File: config.mk
export PLATFORM = sky130hd
export DESIGN_NAME = radial_zone_cfg_ctrl
export DESIGN_NICKNAME = d
export VERILOG_FILES = /design/src/rtl/radial_cfg_pkg.sv /design/src/rtl/radial_r2_sat.sv /design/src/rtl/radial_zone_cfg_ctrl.sv
export SDC_FILE = /design/constraint.sdc
export NUM_CORES = 1
export LEC_CHECK = 0
export BUFFER_PORTS_ARGS = -buffer_cell sky130_fd_sc_hd__buf_2
export CAP_MARGIN = 20
export CORE_UTILIZATION = 50
export CTS_CLUSTER_DIAMETER = 200
export DETAILED_ROUTE_END_ITERATION = 16
export GPL_ROUTABILITY_DRIVEN = 0
export HOLD_SLACK_MARGIN = 0.1
export MAX_ROUTING_LAYER = met4
export PLACE_DENSITY = 0.78
export SYNTH_ARGS = -nofsm -noshare
export SYNTH_HDL_FRONTEND = slang
export SYNTH_SLANG_ARGS = --single-unit
File: constraint.sdc
create_clock -name clk_i -period 6.6 [get_ports clk_i]
set_clock_uncertainty 0.15 [all_clocks]
set_input_delay 0.33 -clock clk_i [delete_from_list [all_inputs] [get_ports clk_i]]
set_output_delay 0.33 -clock clk_i [all_outputs]
set_load 0.1 [all_outputs]
File: src/rtl/radial_cfg_pkg.sv
// Shared types and constants for the radial zone filter configuration path.
// Also provides the saturated r^2 helper used by RTL and host-side models.
package radial_cfg_pkg;

  typedef enum logic [1:0] {
    CFG_C      = 2'd0,
    CFG_Z      = 2'd1,
    CFG_ZMIN   = 2'd2,
    CFG_RADIUS = 2'd3
  } cfg_field_e;

  typedef enum logic [1:0] {
    ST_IDLE   = 2'd0,
    ST_SQUARE = 2'd1,
    ST_ARMED  = 2'd2
  } cfg_state_e;

  localparam logic [17:0] R2_MAX        = 18'h3FFFF;
  localparam logic [15:0] DEPTH_INVALID = 16'hFFFF;

  typedef struct packed {
    logic [15:0] c;
    logic [15:0] z;
    logic [15:0] z_min;
    logic [17:0] r_squared;
  } zone_cfg_t;

  localparam zone_cfg_t ZONE_CFG_RST = '{c: '0, z: DEPTH_INVALID, z_min: '0, r_squared: '0};

  function automatic logic [17:0] r2_sat(input logic [15:0] radius);
    logic [31:0] w_prod;
    w_prod = 32'(radius) * 32'(radius);
    return (w_prod > 32'(R2_MAX)) ? R2_MAX : w_prod[17:0];
  endfunction

endpackage

File: src/rtl/radial_r2_sat.sv
// Registered 16x16 square saturated to 18 bits; loads only when en_i is high.
module radial_r2_sat
  import radial_cfg_pkg::*;
(
  input  logic        clk_i,
  input  logic        rst_i,
  input  logic        en_i,
  input  logic [15:0] radius_i,
  output logic [17:0] r2_o
);

  logic [17:0] r_r2;

  always_ff @(posedge clk_i or posedge rst_i) begin
    if (rst_i) begin
      r_r2 <= '0;
    end else if (en_i) begin
      r_r2 <= r2_sat(radius_i);
    end
  end

  assign r2_o = r_r2;

endmodule

File: src/rtl/radial_zone_cfg_ctrl.sv
// Zone parameter controller: host writes fill a shadow bank, which is copied
// into the active bank in one edge at the first frame boundary after a commit.
module radial_zone_cfg_ctrl
  import radial_cfg_pkg::*;
#(
  parameter int unsigned NO_ZONES = 1,
  parameter int unsigned ZONE_W   = 4
) (
  input  logic              clk_i,
  input  logic              rst_i,
  input  logic              wr_valid_i,
  output logic              wr_ready_o,
  input  logic [ZONE_W-1:0] wr_zone_i,
  input  logic [1:0]        wr_field_i,
  input  logic [15:0]       wr_data_i,
  input  logic              commit_i,
  input  logic              frame_end_i,
  output logic [15:0]       c_o         [NO_ZONES],
  output logic [15:0]       z_o         [NO_ZONES],
  output logic [15:0]       z_min_o     [NO_ZONES],
  output logic [17:0]       r_squared_o [NO_ZONES],
  output logic              commit_pending_o,
  output logic              commit_done_o,
  output logic              wr_err_o,
  output logic [15:0]       frames_since_commit_o
);

  cfg_state_e        r_state, w_state_nxt;
  logic              r_arm_flag, w_arm_flag_nxt;
  logic [ZONE_W-1:0] r_sq_zone;
  zone_cfg_t         r_shadow [NO_ZONES];
  zone_cfg_t         r_active [NO_ZONES];
  logic              r_done;
  logic              r_err;
  logic [15:0]       r_frames;

  logic              w_accept;
  logic              w_zone_ok;
  logic              w_sq_en;
  logic              w_swap;
  logic [17:0]       w_r2;
  cfg_field_e        w_field;

  assign w_field    = cfg_field_e'(wr_field_i);
  assign wr_ready_o = (r_state == ST_IDLE) && !rst_i;
  assign w_accept   = wr_valid_i && wr_ready_o;
  assign w_zone_ok  = 32'(wr_zone_i) < NO_ZONES;
  assign w_sq_en    = w_accept && (w_field == CFG_RADIUS);
  assign w_swap     = (r_state == ST_ARMED) && frame_end_i;

  // Squarer loads on the accepting edge, so its output is ready during SQUARE.
  radial_r2_sat u_r2_sat (
    .clk_i    (clk_i),
    .rst_i    (rst_i),
    .en_i     (w_sq_en),
    .radius_i (wr_data_i),
    .r2_o     (w_r2)
  );

  always_ff @(posedge clk_i or posedge rst_i) begin
    if (rst_i) begin
      r_state    <= ST_IDLE;
      r_arm_flag <= 1'b0;
    end else begin
      r_state    <= w_state_nxt;
      r_arm_flag <= w_arm_flag_nxt;
    end
  end

  // A commit arriving with a radius write is remembered until SQUARE finishes.
  always_comb begin
    w_state_nxt    = r_state;
    w_arm_flag_nxt = r_arm_flag;
    unique case (r_state)
      ST_IDLE: begin
        if (w_sq_en) begin
          w_state_nxt    = ST_SQUARE;
          w_arm_flag_nxt = commit_i;
        end else if (commit_i) begin
          w_state_nxt = ST_ARMED;
        end
      end
      ST_SQUARE: begin
        w_state_nxt    = (r_arm_flag || commit_i) ? ST_ARMED : ST_IDLE;
        w_arm_flag_nxt = 1'b0;
      end
      ST_ARMED: begin
        if (frame_end_i) w_state_nxt = ST_IDLE;
      end
      default: w_state_nxt = ST_IDLE;
    endcase
  end

  always_ff @(posedge clk_i or posedge rst_i) begin
    if (rst_i) begin
      r_sq_zone <= '0;
    end else if (w_sq_en) begin
      r_sq_zone <= wr_zone_i;
    end
  end

  always_ff @(posedge clk_i or posedge rst_i) begin
    if (rst_i) begin
      for (int unsigned z = 0; z < NO_ZONES; z++) r_shadow[z] <= ZONE_CFG_RST;
    end else begin
      for (int unsigned z = 0; z < NO_ZONES; z++) begin
        if (w_accept && w_zone_ok && (32'(wr_zone_i) == z)) begin
          case (w_field)
            CFG_C:    r_shadow[z].c     <= wr_data_i;
            CFG_Z:    r_shadow[z].z     <= wr_data_i;
            CFG_ZMIN: r_shadow[z].z_min <= wr_data_i;
            default:  ;
          endcase
        end
        if ((r_state == ST_SQUARE) && (32'(r_sq_zone) == z)) begin
          r_shadow[z].r_squared <= w_r2;
        end
      end
    end
  end

  always_ff @(posedge clk_i or posedge rst_i) begin
    if (rst_i) begin
      for (int unsigned z = 0; z < NO_ZONES; z++) r_active[z] <= ZONE_CFG_RST;
    end else if (w_swap) begin
      for (int unsigned z = 0; z < NO_ZONES; z++) r_active[z] <= r_shadow[z];
    end
  end

  always_ff @(posedge clk_i or posedge rst_i) begin
    if (rst_i) begin
      r_done   <= 1'b0;
      r_err    <= 1'b0;
      r_frames <= '0;
    end else begin
      r_done <= w_swap;
      r_err  <= w_accept && !w_zone_ok;
      if (w_swap) begin
        r_frames <= '0;
      end else if (frame_end_i && (r_frames != '1)) begin
        r_frames <= r_frames + 16'd1;
      end
    end
  end

  always_comb begin
    for (int unsigned z = 0; z < NO_ZONES; z++) begin
      c_o[z]         = r_active[z].c;
      z_o[z]         = r_active[z].z;
      z_min_o[z]     = r_active[z].z_min;
      r_squared_o[z] = r_active[z].r_squared;
    end
  end

  assign commit_pending_o      = (r_state == ST_ARMED);
  assign commit_done_o         = r_done;
  assign wr_err_o              = r_err;
  assign frames_since_commit_o = r_frames;

endmodule

==> impl_metrics.py <==
metrics = {
    "place": {
        "portBuffers": 112,
        "dp.cells": 2039,
        "hpwl_um": 25000,
    },
    "critical_path": {
        "critPathKind": "input pin to register",
        "critPathTopFamily": "adder cells",
        "max_stage_delay_ns": 0.52,
        "cp_max_fo": 18,
        "critPathArrivalTime_ns": 6.39,
        "required_ns": 6.75,
        "cp.buffers_inverters": 6,
        "cp_cell_sequence": "buf_2 > inv_1 > buf_4 > nor2_1 > fa_1 > inv_1 > fa_1 > inv_1 > fa_1 > fa_1 > fa_1 > ha_1 > ha_1 > a211o_1 > a2111o_1 > a2111oi_0 > and4b_1 > mux2i_4 > buf_12 > nor3b_1 > a31oi_1",
        "crit_slowest_cell": "fa_1",
        "cpMostUsedCell": "fa_1",
        "end_kind": "register",
        "cp-start-kind": "input pin",
    },
    "floorplan": {
        "start_util": 0.509,
        "rows": 62,
        "die_y_um": 173,
        "fp.dieW_um": 173,
        "dieArea_sq_mm": 0.0300,
        "coreArea_sq_mm": 0.0288,
        "ios": 113,
    },
    "global_route": {
        "busiest_layer": "met2",
        "grt_max_degree": 106,
        "grt_pass1_vias": 11280,
        "grt_overflow": 0,
        "grt_pass1_wl_um": 54200,
        "antenna_found_initial": 0,
        "grt_usage": 0.229,
        "met2_usage": 0.387,
        "use_met1": 0.289,
        "grt_use_met3": 0.0332,
    },
    "logic_synthesis": {
        "synth_edf_count": 0,
        "ys_warn_count": 0,
        "synthArstFlopShare": 1.00,
        "synth-seq-cells": 175,
        "synth-main-ff-cell": "dfrtp_1",
        "yosysUniqueCellTypes": 74,
        "syn_avg_cell_area_sq_um": 9.55,
        "synth_cells": 1534,
        "synthesis.area_sq_mm": 0.0147,
        "ys_seq_area_frac": 0.302,
        "synth_nets": 1828,
    },
    "cts": {
        "cts.clk_slew.worst_paths_ns": 0.07,
        "numCtsBuffers": 17,
        "cts_setup_buffers": 0,
        "clock-root-buffer": "clkbuf_16",
        "cts_tree": "yes",
        "cts.sinks": 175,
        "cts_max_path_buffers": 2,
        "htreeDepth": 4,
        "clk_latency_ns": 0.42,
    },
    "detailed_routing": {
        "routed_wl_um": 31900,
        "vias": 10926,
        "initialDrtViolationCount": 703,
        "ant_nets": 0,
        "drt-pass1-iter-count": 7,
        "avgRoutedWirePerCell_um": 15.4,
        "remaining_drc_errors": 0,
        "viasPerCell": 5.26,
    },
    "finish": {
        "area_growth_pct": 14.4,
        "fin_cells": 2079,
        "final_layout_size_suffix_gt1_frac": 0.204,
        "nFillCells": 2346,
        "nets": 1976,
        "diodes": 0,
    },
    "sta": {
        "finalMaxSlewViolations": 0,
        "rsz0062_at_grt": "no",
        "fmax_mhz": 160,
        "relSlewSlack": 0.406,
        "finalCritPeriodShare": 0.946,
        "setup_viol": 0,
        "final_hold_viol_count": 0,
        "tightest_slew_ns": 0.890,
        "fin_crit_ns": 6.24,
    },
    "run": {
        "max_cap_violations": 0,
    },
    "outcome": {
        "status": "completed",
    },
    "min_path": {
        "min_path_type": "input pin to register",
    },
}
==> cells in the final DEF (no fill, tap or decap), drive strengths merged, types with 3 or more instances in the layout <==
| cell type | n |
|---|---|
| and2 | 43 |
| o21ai | 43 |
| mux2i | 4 |
| dfstp | 32 |
| and4 | 3 |
| and3 | 11 |
| buf | 189 |
| nand4 | 8 |
| clkinv | 4 |
| or2 | 3 |
| inv | 259 |
| a211oi | 5 |
| nor2 | 73 |
| fa | 163 |
| dlygate4sd3 | 7 |
| nor3 | 4 |
| xnor2 | 26 |
| a311oi | 3 |
| nand3 | 17 |
| ha | 104 |
| nand2 | 334 |
| nor4 | 4 |
| xor2 | 19 |
| clkbuf | 19 |
| o21a | 3 |
| dfrtp | 143 |
| nor3b | 5 |
| a211o | 4 |
| a21oi | 28 |
| o211ai | 4 |
| nor2b | 6 |
| or3 | 4 |
| mux2 | 53 |
| a31oi | 25 |
| a2111oi | 3 |
| a21o | 9 |
==> per-stage QoR <==
step | setup TNS, ns | hold WS [ns] | setup WS, ns | utilization | area [sq um]
2_1_floorplan | 0 | 0.282 | 0.00477 | - | 14700
3_3_place_gp | 0 | 0.290 | 0.0243 | 0.558 | 16100
3_5_place_dp | -1.75 | 0.293 | -0.129 | 0.558 | 16100
4_1_cts | 0 | 0.128 | 0.297 | 0.581 | 16700
5_1_grt | 0 | 0.139 | 0.00763 | 0.582 | 16800
6_report | 0 | 0.147 | 0.355 | 0.582 | 16800
==> worst register-to-register path: stages, from the launching register on <==
cell and delay [ns]:
dfrtp_1 0.42, nor3_2 0.24, and2_1 0.22, and3_1 0.17
buf_4 0.31, o2111ai_1 0.24, or4_4 0.57, nor4_4 0.28
buf_12 0.19, a31oi_1 0.09
==> final cells by class <==
class	instances	area (sq um)	share of cell area
tap	384	480	0.0287
clock inverter	13	130	0.00777
inverter	250	943	0.0563
clock buffer	19	475	0.0284
sequential	175	4420	0.264
multi-input combinational	1042	9030	0.539
timing repair buffer	196	1280	0.0763
==> path summary, 6_finish.rpt <==
kind	from	to	slack [ns]	cells after the start
min in group asynchronous	rst_i	frames_since_commit_o[3]	0.52	3
max in group asynchronous	rst_i	r_squared_o[3]	4.40	4
hold / removal	wr_data_i[8]	r_shadow[58]	0.15	2
hold reg to reg	r_shadow[35]	z_o[1]	0.29	2
setup reg to reg	r_state[1]	u_r2_sat.r2_o[8]	3.61	9
setup / recovery	wr_data_i[13]	u_r2_sat.r2_o[4]	0.36	21
==> state kept, by name, indices dropped and copies added, names as in the netlist, 2 cells and up <==
name / cells
r_shadow: 66
r_squared_o: 18
u_r2_sat.r2_o: 18
c_o: 16
frames_since_commit_o: 16
z_min_o: 16
z_o: 16
r_sq_zone: 4
r_state: 2
==> timing repair <==
item                                    4_1_cts  5_1_grt
gates resized for setup                       0        3
endpoints found under the setup margin        0       18
hold endpoints to repair                     79        0
hold buffers                                  7        0
==> cell families after synthesis <==
| kind of cell | count (synthesis) | synth area share |
|---|---|---|
| simple gates | 524 | 0.157 |
| buf+inv | 317 | 0.0863 |
| fa+ha+maj | 267 | 0.312 |
| flops | 175 | 0.302 |
| compound gates | 149 | 0.0715 |
| mux | 57 | 0.0452 |
| xor+xnor | 45 | 0.0269 |
==> cells in the mapped netlist (all sizes together), types with 4 or more instances <==
cell type | instances | share of area
nand2 | 334 | 0.086
inv | 250 | 0.064
fa | 163 | 0.22
dfrtp | 143 | 0.24
ha | 104 | 0.089
nor2 | 73 | 0.019
clkbuf | 53 | 0.015
mux2 | 53 | 0.041
and2 | 43 | 0.018
o21ai | 43 | 0.015
dfstp | 32 | 0.057
a21oi | 28 | 0.012
xnor2 | 26 | 0.016
a31oi | 25 | 0.011
xor2 | 19 | 0.011
nand3 | 17 | 0.0061
buf | 14 | 0.0073
and3 | 11 | 0.0047
a21o | 9 | 0.0050
nand4 | 8 | 0.0034
nor2b | 6 | 0.0026
a211oi | 5 | 0.0029
nor3b | 5 | 0.0026
a211o | 4 | 0.0024
mux2i | 4 | 0.0044
nor3 | 4 | 0.0020
nor4 | 4 | 0.0027
o211ai | 4 | 0.0020
or3 | 4 | 0.0017
==> metal layers <==
metal,vias up,share of wire
li1,5112,-
met1,5472,0.42
met2,297,0.51
met3,45,0.049
met4,0,0.018
met5,-,0
Power is not shown: default switching activity piles up to over one toggle a cycle in this logic, so the estimate is an artifact.
